## src/rtl/map_row_extent.sv

```systemverilog
// Row-extent mapper: scans rows mostTop..mostBottom outward from midPix through one
// shared frame-RAM read port and reports the overall leftmost/rightmost object columns.
module map_row_extent #(
    parameter int X_RES     = 160,
    parameter int Y_RES     = 120,
    parameter int X_W       = 8,
    parameter int Y_W       = 7,
    parameter int ADDR_W    = 15,
    parameter int COL_W     = 3,
    parameter int THRESHOLD = 0,
    parameter int RD_LAT    = 1
) (
    input  logic              clk,
    input  logic              reset,
    input  logic              start,
    input  logic [Y_W-1:0]    mostTop,
    input  logic [Y_W-1:0]    mostBottom,
    input  logic [X_W-1:0]    midPix,
    output logic [ADDR_W-1:0] mem_addr,
    output logic              mem_rd,
    input  logic [COL_W-1:0]  mem_data,
    output logic [X_W-1:0]    mostLeft,
    output logic [X_W-1:0]    mostRight,
    output logic              busy,
    output logic              done,
    output logic              invalid
);

    typedef enum logic [3:0] {
        IDLE     = 4'd0,
        ROW_INIT = 4'd1,
        R_REQ    = 4'd2,
        R_WAIT   = 4'd3,
        R_CHK    = 4'd4,
        L_REQ    = 4'd5,
        L_WAIT   = 4'd6,
        L_CHK    = 4'd7,
        DONE     = 4'd8
    } state_t;

    localparam logic [X_W:0]      X_RES_E = (X_W+1)'(X_RES);
    localparam logic [Y_W:0]      Y_RES_E = (Y_W+1)'(Y_RES);
    localparam logic [X_W-1:0]    X_MAX   = X_W'(X_RES - 1);
    localparam logic [X_W-1:0]    X_ONE   = X_W'(1);
    localparam logic [Y_W-1:0]    Y_ONE   = Y_W'(1);
    localparam logic [1:0]        WAIT_N  = 2'(RD_LAT - 1);
    localparam logic [ADDR_W-1:0] X_RES_A = ADDR_W'(X_RES);
    localparam logic [COL_W-1:0]  THR     = COL_W'(THRESHOLD);

    state_t             state_q, state_d;
    logic [X_W-1:0]     x_q, x_d, mid_q, mid_d, left_q, left_d, right_q, right_d;
    logic [Y_W-1:0]     y_q, y_d, top_q, top_d, bot_q, bot_d;
    logic [1:0]         cnt_q, cnt_d;
    logic               inv_q, inv_d, busy_q, busy_d, done_q, done_d, rd_q, rd_d;
    logic [ADDR_W-1:0]  addr_q, addr_d;
    logic               is_obj_s, end_r_s, adv_s, go_left_s, advance_s, exit_s;

    assign is_obj_s = (mem_data > THR);

    // Next-state, scan-position and extent update logic.
    always_comb begin
        state_d = state_q;
        x_d     = x_q;
        y_d     = y_q;
        top_d   = top_q;
        bot_d   = bot_q;
        mid_d   = mid_q;
        left_d  = left_q;
        right_d = right_q;
        cnt_d   = cnt_q;
        inv_d   = inv_q;
        end_r_s = 1'b0;
        adv_s   = 1'b0;
        case (state_q)
            IDLE: begin
                if (start) begin
                    top_d = mostTop;
                    bot_d = mostBottom;
                    mid_d = midPix;
                    if ((mostTop > mostBottom) || ({1'b0, mostBottom} >= Y_RES_E) ||
                        ({1'b0, midPix} >= X_RES_E)) begin
                        inv_d   = 1'b1;
                        state_d = DONE;
                    end else begin
                        inv_d   = 1'b0;
                        left_d  = midPix;
                        right_d = midPix;
                        y_d     = mostTop;
                        state_d = ROW_INIT;
                    end
                end else begin
                    state_d = IDLE;
                end
            end
            ROW_INIT: begin
                // No right neighbour: behave as if the right scan just ended.
                if (mid_q == X_MAX) begin
                    end_r_s = 1'b1;
                end else begin
                    x_d     = mid_q + X_ONE;
                    state_d = R_REQ;
                end
            end
            R_REQ: begin
                if (WAIT_N == 2'd0) begin
                    state_d = R_CHK;
                end else begin
                    cnt_d   = WAIT_N;
                    state_d = R_WAIT;
                end
            end
            R_WAIT: begin
                if (cnt_q == 2'd1) begin
                    state_d = R_CHK;
                end else begin
                    cnt_d = cnt_q - 2'd1;
                end
            end
            R_CHK: begin
                if (is_obj_s) begin
                    if (x_q > right_q) begin
                        right_d = x_q;
                    end else begin
                        right_d = right_q;
                    end
                    if (x_q < X_MAX) begin
                        x_d     = x_q + X_ONE;
                        state_d = R_REQ;
                    end else begin
                        end_r_s = 1'b1;
                    end
                end else begin
                    end_r_s = 1'b1;
                end
            end
            L_REQ: begin
                if (WAIT_N == 2'd0) begin
                    state_d = L_CHK;
                end else begin
                    cnt_d   = WAIT_N;
                    state_d = L_WAIT;
                end
            end
            L_WAIT: begin
                if (cnt_q == 2'd1) begin
                    state_d = L_CHK;
                end else begin
                    cnt_d = cnt_q - 2'd1;
                end
            end
            L_CHK: begin
                if (is_obj_s) begin
                    if (x_q < left_q) begin
                        left_d = x_q;
                    end else begin
                        left_d = left_q;
                    end
                    if (x_q != '0) begin
                        x_d     = x_q - X_ONE;
                        state_d = L_REQ;
                    end else begin
                        adv_s = 1'b1;
                    end
                end else begin
                    adv_s = 1'b1;
                end
            end
            DONE: begin
                state_d = IDLE;
            end
            default: begin
                state_d = IDLE;
            end
        endcase

        // Row advance uses the extents just updated in this cycle, so a full-width row exits at once.
        go_left_s = end_r_s && (mid_q != '0);
        advance_s = adv_s || (end_r_s && (mid_q == '0));
        exit_s    = (y_q == bot_q) || ((left_d == '0) && (right_d == X_MAX));
        case ({advance_s, go_left_s})
            2'b01: begin
                x_d     = mid_q - X_ONE;
                state_d = L_REQ;
            end
            2'b10: begin
                if (exit_s) begin
                    state_d = DONE;
                end else begin
                    y_d     = y_q + Y_ONE;
                    state_d = ROW_INIT;
                end
            end
            default: begin
                cnt_d = cnt_d;
            end
        endcase
    end

    // Registered output values derived from the upcoming state.
    always_comb begin
        done_d = (state_d == DONE);
        busy_d = (state_d != IDLE) && (state_d != DONE);
        rd_d   = (state_d == R_REQ) || (state_d == L_REQ);
        if (rd_d) begin
            addr_d = (ADDR_W'(y_d) * X_RES_A) + ADDR_W'(x_d);
        end else begin
            addr_d = addr_q;
        end
    end

    // State and datapath registers with asynchronous reset.
    always_ff @(posedge clk or posedge reset) begin
        if (reset) begin
            state_q <= IDLE;
            x_q     <= '0;
            y_q     <= '0;
            top_q   <= '0;
            bot_q   <= '0;
            mid_q   <= '0;
            left_q  <= '0;
            right_q <= '0;
            cnt_q   <= 2'd0;
            inv_q   <= 1'b0;
            busy_q  <= 1'b0;
            done_q  <= 1'b0;
            rd_q    <= 1'b0;
            addr_q  <= '0;
        end else begin
            state_q <= state_d;
            x_q     <= x_d;
            y_q     <= y_d;
            top_q   <= top_d;
            bot_q   <= bot_d;
            mid_q   <= mid_d;
            left_q  <= left_d;
            right_q <= right_d;
            cnt_q   <= cnt_d;
            inv_q   <= inv_d;
            busy_q  <= busy_d;
            done_q  <= done_d;
            rd_q    <= rd_d;
            addr_q  <= addr_d;
        end
    end

    assign mem_addr  = addr_q;
    assign mem_rd    = rd_q;
    assign mostLeft  = left_q;
    assign mostRight = right_q;
    assign busy      = busy_q;
    assign done      = done_q;
    assign invalid   = inv_q;

endmodule

```

## config.mk

```make
export PLATFORM = sky130hd
export DESIGN_NAME = map_row_extent
export DESIGN_NICKNAME = d
export VERILOG_FILES = /design/src/rtl/map_row_extent.sv
export SDC_FILE = /design/constraint.sdc
export NUM_CORES = 1
export LEC_CHECK = 0
export CAP_MARGIN = 40
export CORE_UTILIZATION = 32
export CTS_CLUSTER_DIAMETER = 100
export CTS_CLUSTER_SIZE = 14
export DETAILED_ROUTE_END_ITERATION = 10
export SLEW_MARGIN = 20
export SYNTH_ARGS = -nofsm -noshare
export SYNTH_HDL_FRONTEND = slang
export SYNTH_SLANG_ARGS = --single-unit
```

## constraint.sdc

```tcl
create_clock -name clk -period 6.1 [get_ports clk]
set_clock_uncertainty 0.2 [all_clocks]
set_input_delay 1.83 -clock clk [delete_from_list [all_inputs] [get_ports clk]]
set_output_delay 1.83 -clock clk [all_outputs]
set_load 0.05 [all_outputs]
```

* Word-level counts from Yosys, hierarchy flattened
Index checks and enable logic that the tools add are counted.
** Word-level totals
- Flip-flop bits (word level) :: 71
- Input port bits :: 28
- Output and inout bits :: 35
- Logic and storage cells :: 106
** Operators by class
- Add/subtract/negate cells :: 7
- Multipliers :: 1
- $lt $le $gt $ge :: 7
- Eq/ne operators :: 17
- Muxes and demuxes :: 42
- Bitwise gates (word level) :: 1
- Reduce and logical (&&, ||, !) cells :: 18
** Operators with widths (number)
- 8-bit two-way mux :: 14
- 4-bit two-way mux :: 10
- 7-bit two-way mux :: 5
- 4-bit case mux with 8 select lines :: 1
- 8-bit case mux with 2 select lines :: 2
- 8-bit case mux with 3 select lines :: 1
- 4-bit by 3-bit == test with 1-bit output, second input constant :: 5
- 8-bit by 1-bit adder with 8-bit output, second input constant :: 2
- 8-bit == test, second input constant :: 2
- 8-bit logical NOT :: 2
- 8-bit nonzero test :: 2
- 8-bit by 1-bit subtractor with 8-bit output, second input constant :: 2
- 15-bit by 8-bit adder with 15-bit output :: 1
- 4-bit by 2-bit == test with 1-bit output, second input constant :: 3
- 7-bit by 3-bit multiplier with 10-bit output, second input constant :: 1
- 8-bit greater-or-equal comparator, second input constant :: 1
- 8-bit > comparator :: 1
- 8-bit less-than comparator :: 1
- 8-bit less-than comparator, second input constant :: 1
- 4-bit case mux with 2 select lines :: 1
- 7-bit by 1-bit adder with 7-bit output, second input constant :: 1
- 7-bit == test :: 1
- 7-bit greater-or-equal comparator, second input constant :: 1
- 7-bit > comparator :: 1
- 16 further kinds :: 31

* Depth between registers and ports, before layout
Gate-level depths: netlist of the first run.
- Depth after elaboration :: 13
- Gate-level depth with buffers :: 29

* Worst setup path before layout of the first run
OpenSTA, ideal clock, no wires.
- Kind :: in2reg
- Start point :: in mostBottom[6]
- End point :: reg addr_q[13], in the netlist mem_addr[13]
- Library setup time :: 0.082 ns
- Arrival time :: 6.524 ns
- Data required time :: 5.818 ns
- Setup slack :: -0.706 ns
- Cell stages on the path :: 27
- Cells stage by stage :: inv_1 ha_1 nand4_1 a21o_1 a21o_1 clkbuf_1 and2_1 buf_4 a22o_1 a2111oi_2 nand4_1 nor2_1 nor3_1 buf_4 mux2i_1 inv_1 ha_1 ha_1 inv_1 fa_1 xnor2_1 nor3b_1 and3_1 xnor2_1 nand2b_1 o22ai_1 a31oi_1
** Between the ends
- Word-level cells in the longest chain between the ends :: 13
- Elaborated cells on any way between the ends :: 29
- Those cells by class :: add/sub (1); mul (1); order compare (2); eq/ne (3); mux (16); reduce/logical (6)
** Ends and longest elaborated chain
- start: declaration :: line 17 : input logic [Y_W-1:0] mostBottom,
- 7-bit > comparator / 7-bit greater-or-equal comparator (equally long branches) :: line 80 : if ((mostTop > mostBottom) || ({1'b0, mostBottom} >= Y_RES_E) ||
- 1-bit logical OR (*) (2 in series) :: line 80
- 8-bit two-way mux :: line 80
- 8-bit two-way mux :: line 76 : if (start) begin
- 8-bit case mux with 2 select lines :: line 74 : case (state_q)
- 8-bit == test / 8-bit logical NOT (equally long branches) :: line 179 : exit_s = (y_q == bot_q) || ((left_d == '0) && (right_d == X_MAX));
- 1-bit logical AND :: line 179
- 1-bit logical OR :: line 179
- 7-bit two-way mux :: line 186 : if (exit_s) begin
- 7-bit two-way mux (*) :: line 180 : case ({advance_s, go_left_s})
- via y_d[1] :: line 52 : logic [Y_W-1:0] y_q, y_d, top_q, top_d, bot_q, bot_d;
- 7-bit by 3-bit multiplier with 10-bit output (*) :: line 205 : addr_d = (ADDR_W'(y_d) * X_RES_A) + ADDR_W'(x_d);
- 15-bit by 8-bit adder with 15-bit output (*) :: line 205
- end signal: assignment :: line 242 : addr_q <= addr_d;
- end: declaration :: line 55 : logic [ADDR_W-1:0] addr_q, addr_d;
The timed path passes the listed nets; every way through them passes the cells marked *.
A chain may end at the register's enable or synchronous reset.

* Worst setup path in the final report of the first run
- Start point :: in mostBottom[6]
- End point :: reg addr_q[13], in the netlist mem_addr[13]
** Between the ends
- Word-level cells in the longest chain between the ends :: 13
- Elaborated cells on any way between the ends :: 29
- Those cells by class :: add/sub (1); mul (1); order compare (2); eq/ne (3); mux (16); reduce/logical (6)
** Ends and longest elaborated chain
- 7-bit > comparator / 7-bit greater-or-equal comparator (equally long branches) :: line 80
- 1-bit logical OR (*) (2 in series) :: line 80
- 8-bit two-way mux (*) :: line 80
- 8-bit two-way mux (*) :: line 76
- 8-bit case mux with 2 select lines (*) :: line 74
- via left_d[3] :: line 51 : logic [X_W-1:0] x_q, x_d, mid_q, mid_d, left_q, left_d, right_q, right_d;
- 8-bit logical NOT (*) :: line 179
- 1-bit logical AND (*) :: line 179
- 1-bit logical OR (*) :: line 179
- 7-bit two-way mux (*) :: line 186
- 7-bit two-way mux (*) :: line 180
- via y_d[2] :: line 52
- 7-bit by 3-bit multiplier with 10-bit output (*) :: line 205
- 15-bit by 8-bit adder with 15-bit output (*) :: line 205
Marked as above.

==> results_dict.tcl, run 1 <==
set metrics [dict create \
    yosys-top-cells-area "dfrtp_1 (34%), ha_1 (9.8%), a21oi_1 (4.0%)" \
    wl_um 18000 \
    cp.required_ps 6160 \
    end_kind "flop" \
    critPathKind "in2reg" \
    synth_top_area_share_pct 34.1 \
    antenna_left 0 \
    grt_first_pass_wirelength_um 28400 \
    ys_seq_area_share_pct 34.1 \
    die-area_sq_mm 0.0168 \
    drt_iter0_markers 346 \
    start_util_pct 32.8 \
    path_clk_slew_ps 60 \
    ctsHtreeMaxLevel 3 \
    hold_viol 0 \
    synth.distinct_cells 68 \
    status "complete, but fails checks" \
    fin_crit_ps 6710 \
    yosysTopAreaCell "dfrtp_1" \
    post-route-period-util_pct 110 \
    r2r_cells 27 \
    antenna_cells 0 \
    die_x_um 130 \
    tightest_slew_ps 684 \
    gr-usage-all-layers_pct 22.3 \
    synth_warnings 0 \
    cts_made_buffers 9 \
    synth_seq_cells 71 \
    slowest_stage "fa_2" \
    p_leak_nw 3.52 \
    power_density_mw_per_mm2 621 \
    grt_max_degree 41 \
    wire_per_inst_um 17.6 \
    cp-start-kind "input pin" \
    syn_area_per_cell_sq_um 8.78 \
    synth.cell_area_sq_mm 0.00521 \
    grt_pass1_vias 5480 \
    setup_viol 6 \
    gr-total-overflow 0 \
    slowest_delay_ps 390 \
    total_power_w 0.00490 \
    first_pass_iters 4 \
    synth_nets 665 \
    async_flop_share_pct 100 \
    yosysMostFrequentCell "dfrtp_1" \
    cts_tree "done" \
    fillers 1497 \
    portBuffers 62 \
    chipHeight_um 130 \
    cts_buffer_depth 2 \
    rsz0062_at_grt "true" \
    placementRows 46 \
    gp_congestion 0.933 \
    drc 0 \
    ys.flop_type "dfrtp_1" \
    cts_root_buf "clkbuf_16" \
    dpl.hpwl_um 13700 \
    cts_sinks 71 \
    min_path_type "reg2reg" \
    yosys-top-cells-count "dfrtp_1 (71), inv_1 (45), nor2_1 (45), a21oi_1 (42)" \
    vias 5516 \
    syn_inst 594 \
    antenna_found_initial 0 \
    tns_ps -1930 \
    nNetsFinal 869 \
    violations "negative setup slack" \
    cp.arrival_ps 6770 \
    core-area_sq_mm 0.0159 \
    synth_edf_count 0 \
    ios 63 \
    drv_cap 0 \
    viasPerCell 5.41 \
    area_growth_pct 51.4 \
    clkLatencyLatePin_ps 350 \
    slew_headroom_pct 54.3 \
    critPathMaxFanout 7 \
    layout-drive-gt1-share_pct 35.0 \
    setup_ws_ps -609 \
    min_path_cells 1 \
    slew_viol_final 0 \
    max_freq_mhz 149 \
    ir_worst_vdd_mv 0.497 \
    hold_buffers 0 \
]
power breakdown:
part | switching [W] | internal [W] | total (W)
Combinational | 0.00181 | 0.00163 | 0.00344
Sequential | 0.000225 | 0.000697 | 0.000922
Clock | 0.000214 | 0.000325 | 0.000539
worst paths after layout:
check / from / to / slack (ps)
setup / recovery: mostBottom[6] / mem_addr[13] / -610
hold / removal: mem_addr[2] / mem_addr[2] / 290
setup reg to reg: x_q[7] / mem_addr[13] / 430
hold reg to reg: mem_addr[2] / mem_addr[2] / 290
max in group asynchronous: reset / y_q[2] / 2950
min in group asynchronous: reset / mem_addr[0] / 1710
cells by family after synthesis:
group,share of synthesized area [%]
and+or+nand+nor,18.8
AOI/OAI and AO/OA,20.3
buffers and inverters,5.71
DFF,34.1
adders and majority gates,10.6
xor gates and xnor gates,5.54
muxes,4.97
cell type report:
| type | count | area [sq um] | area share (%) |
|---|---|---|---|
| clock inverter | 6 | 60.1 | 0.761 |
| tap | 216 | 270 | 3.42 |
| multi-input combinational | 449 | 3530 | 44.8 |
| clock buffer | 10 | 239 | 3.03 |
| sequential | 71 | 1780 | 22.5 |
| inverter | 45 | 186 | 2.36 |
| timing repair buffer | 222 | 1830 | 23.1 |
critical path: cells and delay by family:
kind	cells	cell delay, ps
compound gates	9	1550
xor+xnor	2	320
fa+ha+maj	3	910
buf+inv	7	690
simple gates	8	1470
flip-flops by register name, summed over array words and instances (netlist names), 4 cells and up:
signal / count
bot_q: 7
mem_addr: 15
x_q: 8
mostLeft: 8
y_q: 7
mid_q: 8
state_q: 4
mostRight: 8
cell usage in the layout (no fill, tap or decap), types with 12 or more instances in the layout:
cell               n
xnor2_1           19
nor2_1            42
inv_1             33
ha_1              27
nand3_1           22
dfrtp_1           71
buf_4            156
nand2_1           41
o21ai_0           23
nor3_1            22
clkdlybuf4s50_1   45
mux2_2            13
xor2_1            12
a21oi_1           35
nand4_1           13
routing by layer:
layer | GRT usage [%] | vias up | routed length (um) | share of wire (%)
met5 | 0 | - | 0 | 0
met4 | 9.37 | 0 | 624 | 3.5
met3 | 3.72 | 44 | 1200 | 6.7
met2 | 37.7 | 198 | 8710 | 48
met1 | 28.0 | 2685 | 7440 | 41
li1 | - | 2589 | - | -
what timing repair did:
action | 4_1_cts | 5_1_grt
hold endpoints to repair | 0 | 0
pin swaps | 38 | 12
endpoints found under the setup margin | 10 | 8
resized for setup | 113 | 15
setup buffers | 25 | 6
metrics by stage:
| stage | instances | cell area [sq um] | hold WS (ps) | util [%] | setup WS [ps] |
|---|---|---|---|---|---|
| global route | 1019 | 7890 | 315 | 49.7 | -837 |
| global placement | 970 | 7090 | 269 | 44.7 | -1690 |
| finish | 1019 | 7890 | 287 | 49.7 | -609 |
| detailed placement | 971 | 7100 | 280 | 44.7 | -1700 |
| floorplan | 594 | 5400 | 253 | - | -488 |
| CTS | 1012 | 7740 | 292 | 48.7 | -470 |
No activity file was read; power rests on OpenSTA's default activity.
==> run 2: changes to the inputs <==
--- a/config.mk
+++ b/config.mk
@@ -5,11 +5,13 @@
 export SDC_FILE = /design/constraint.sdc
 export NUM_CORES = 1
 export LEC_CHECK = 0
+export ABC_AREA = 1
 export CAP_MARGIN = 40
 export CORE_UTILIZATION = 32
 export CTS_CLUSTER_DIAMETER = 100
 export CTS_CLUSTER_SIZE = 14
 export DETAILED_ROUTE_END_ITERATION = 10
+export REMOVE_ABC_BUFFERS = 1
 export SLEW_MARGIN = 20
 export SYNTH_ARGS = -nofsm -noshare
 export SYNTH_HDL_FRONTEND = slang
==> run 2 against run 1 <==
  * The run now ends clean
  * Non-clock buffer count shrank 42
  * Flip-flop and latch count is the same
  * Register-to-register slack gained 320 ps
  * Critical path depth grew 1
  * Area after synthesis grew 6.6%
  * Cell area grew 0.19%
  * Critical path type unchanged
  * Largest cell class unchanged
  * Highest routed layer unchanged
==> results_dict.tcl, run 2 <==
set metrics [dict create \
    status "finished clean" \
    ys.flop_type "dfrtp_1" \
    chipHeight_um 134 \
    synth.distinct_cells 49 \
    cp-start-kind "input pin" \
    grt_max_degree 34 \
    synth_top_family_by_area "simple AND/OR/NAND/NOR gates" \
    drv_cap 0 \
    layoutNonFillerInstCount 1181 \
    yosys-top-cells-area "dfrtp_1 (32%), nand2_1 (13%), ha_1 (9.2%)" \
    tightest_slew_ps 515 \
    die_x_um 134 \
    drc 0 \
    yosysMostFrequentCell "nand2_1" \
    wire_per_inst_um 15.3 \
    path_clk_slew_ps 60 \
    placementRows 47 \
    start_util_pct 33.2 \
    antenna_cells 0 \
    place_area_sq_mm 0.00701 \
    slowest_stage "clkdlybuf4s50_1" \
    layout_commonest_cell "nand2_1" \
    r2r-end "mem_addr[14]" \
    antenna_found_initial 0 \
    slew_viol_final 0 \
    wl_um 18100 \
    layout-drive-gt1-share_pct 26.0 \
    cts_tree "done" \
    yosysTopAreaCell "dfrtp_1" \
    cpMostUsedCell "nand2_1" \
    cts_buffer_depth 2 \
    grt_pass1_vias 5579 \
    tns_ps 0 \
    first_pass_iters 5 \
    syn_area_per_cell_sq_um 7.16 \
    largest_register_ffs 15 \
    slew_headroom_pct 65.7 \
    dp_cells 1126 \
    clkLatencyLatePin_ps 340 \
    slowest_delay_ps 440 \
    viasPerCell 4.93 \
    fillers 1654 \
    async_flop_share_pct 100 \
    hold_viol 0 \
    drt_iter0_markers 371 \
    cts_made_buffers 9 \
    die-area_sq_mm 0.0179 \
    nNetsFinal 1027 \
    min_path_cells 1 \
    synthXorXnorAreaFrac_pct 4.25 \
    hold_end "cnt_q[0]" \
    hold_buffers 0 \
    yosys.area_share.adder_pct 9.95 \
    synth_top_area_share_pct 32.0 \
    regToRegStartpoint "x_q[7]" \
    synth_seq_cells 71 \
    syn_inst 776 \
    ys_seq_area_share_pct 32.0 \
    synth-simple-area-share_pct 31.7 \
    synth_compound_area_share_pct 11.1 \
    cts_sinks 71 \
    synthMuxAreaShare_pct 1.44 \
    post-route-period-util_pct 96.3 \
    ctsHtreeMaxLevel 3 \
    gr-total-overflow 0 \
    rrSetupSlack_ps 750 \
    yosys-top-cells-count "nand2_1 (194), inv_1 (107), nor2_1 (81), dfrtp_1 (71), nand3_1 (48)" \
    ios 63 \
    setup_viol 0 \
    vias 5820 \
    fin_area_sq_mm 0.00791 \
    worstHoldStart "cnt_q[0]" \
    cp.required_ps 6180 \
    synth_warnings 0 \
    min_path_type "reg2reg" \
    synth_edf_count 0 \
    max_freq_mhz 170 \
    portBuffers 62 \
    critPathKind "in2reg" \
    r2r_cells 32 \
    critPathMaxFanout 6 \
    synth.cell_area_sq_mm 0.00556 \
    cts_root_buf "clkbuf_16" \
    gr-usage-all-layers_pct 20.5 \
    grt_first_pass_wirelength_um 28700 \
    antenna_left 0 \
    fin_crit_ps 5870 \
    area_growth_pct 42.3 \
    gp_congestion 0.938 \
    core-area_sq_mm 0.0168 \
    final_cell_mix "nand2_1 (183), buf_4 (113), inv_1 (96), nor2_1 (73), dfrtp_1 (71)" \
    dpl.hpwl_um 13200 \
    end_kind "flop" \
    cp.arrival_ps 5960 \
]
[run 2: what timing repair did]
action / 4_1_cts / 5_1_grt
endpoints found under the setup margin: 6 / 8
gates cloned: 1 / 1
resized for setup: 40 / 72
pin swaps: 29 / 41
buffers inserted: 29 / 9
[run 2: final cells by class]
| cell class | count | area, sq um | area share, % |
|---|---|---|---|
| Tap cell | 220 | 275 | 3.48 |
| Inverter | 120 | 455 | 5.76 |
| Clock inverter | 6 | 45.0 | 0.570 |
| Timing Repair Buffer | 180 | 1520 | 19.2 |
| Multi-Input combinational cell | 574 | 3600 | 45.5 |
| Clock buffer | 10 | 239 | 3.02 |
| Sequential cell | 71 | 1780 | 22.5 |
[run 2: cell families after synthesis]
| logic type | count (synthesis) |
|---|---|
| muxes | 8 |
| buffers and inverters | 133 |
| adders and majority gates | 43 |
| xor gates and xnor gates | 27 |
| and+or+nand+nor | 389 |
| AOI/OAI and AO/OA | 105 |
| DFF | 71 |
[run 2: how the worst max path moves through the flow]
stage	slack [ps]	startpoint	endpoint
after global placement	-610	mostBottom[6]	mem_addr[13]
after global routing	-70	mem_data[1]	mem_addr[13]
after floorplan	140	mostBottom[6]	mem_addr[13]
after CTS	20	mostBottom[3]	mem_addr[13]
final	230	mem_data[1]	mem_addr[14]
after detailed placement	-740	mostBottom[6]	mem_addr[13]
[run 2: metrics by stage]
stage | util [%] | hold slack [ps] | setup WS (ps)
floorplan | - | 248 | 144
global placement | 41.7 | 261 | -607
detailed placement | 41.8 | 264 | -745
CTS | 45.6 | 280 | 19.4
global route | 47.2 | 285 | -74.1
finish | 47.2 | 276 | 225
[run 2: worst max-delay path, delay by kind of cell]
kind,cells,cell delay (ps)
adder cells (fa/ha/maj),2,410
buffers and inverters,6,990
multiplexers,1,330
AND/OR/NAND/NOR,18,1880
AO/OA/AOI/OAI,3,510
[run 2: routing by layer]
layer,vias to the layer above,global-route usage (%),routed length [um]
li1,2886,-,-
met1,2703,26.1,7700
met2,183,34.7,8810
met3,48,3.17,1040
met4,0,8.21,563
met5,-,0,0
Power of run 2 is not shown: default switching activity piles up to over one toggle a cycle in this logic, so the estimate is an artifact.
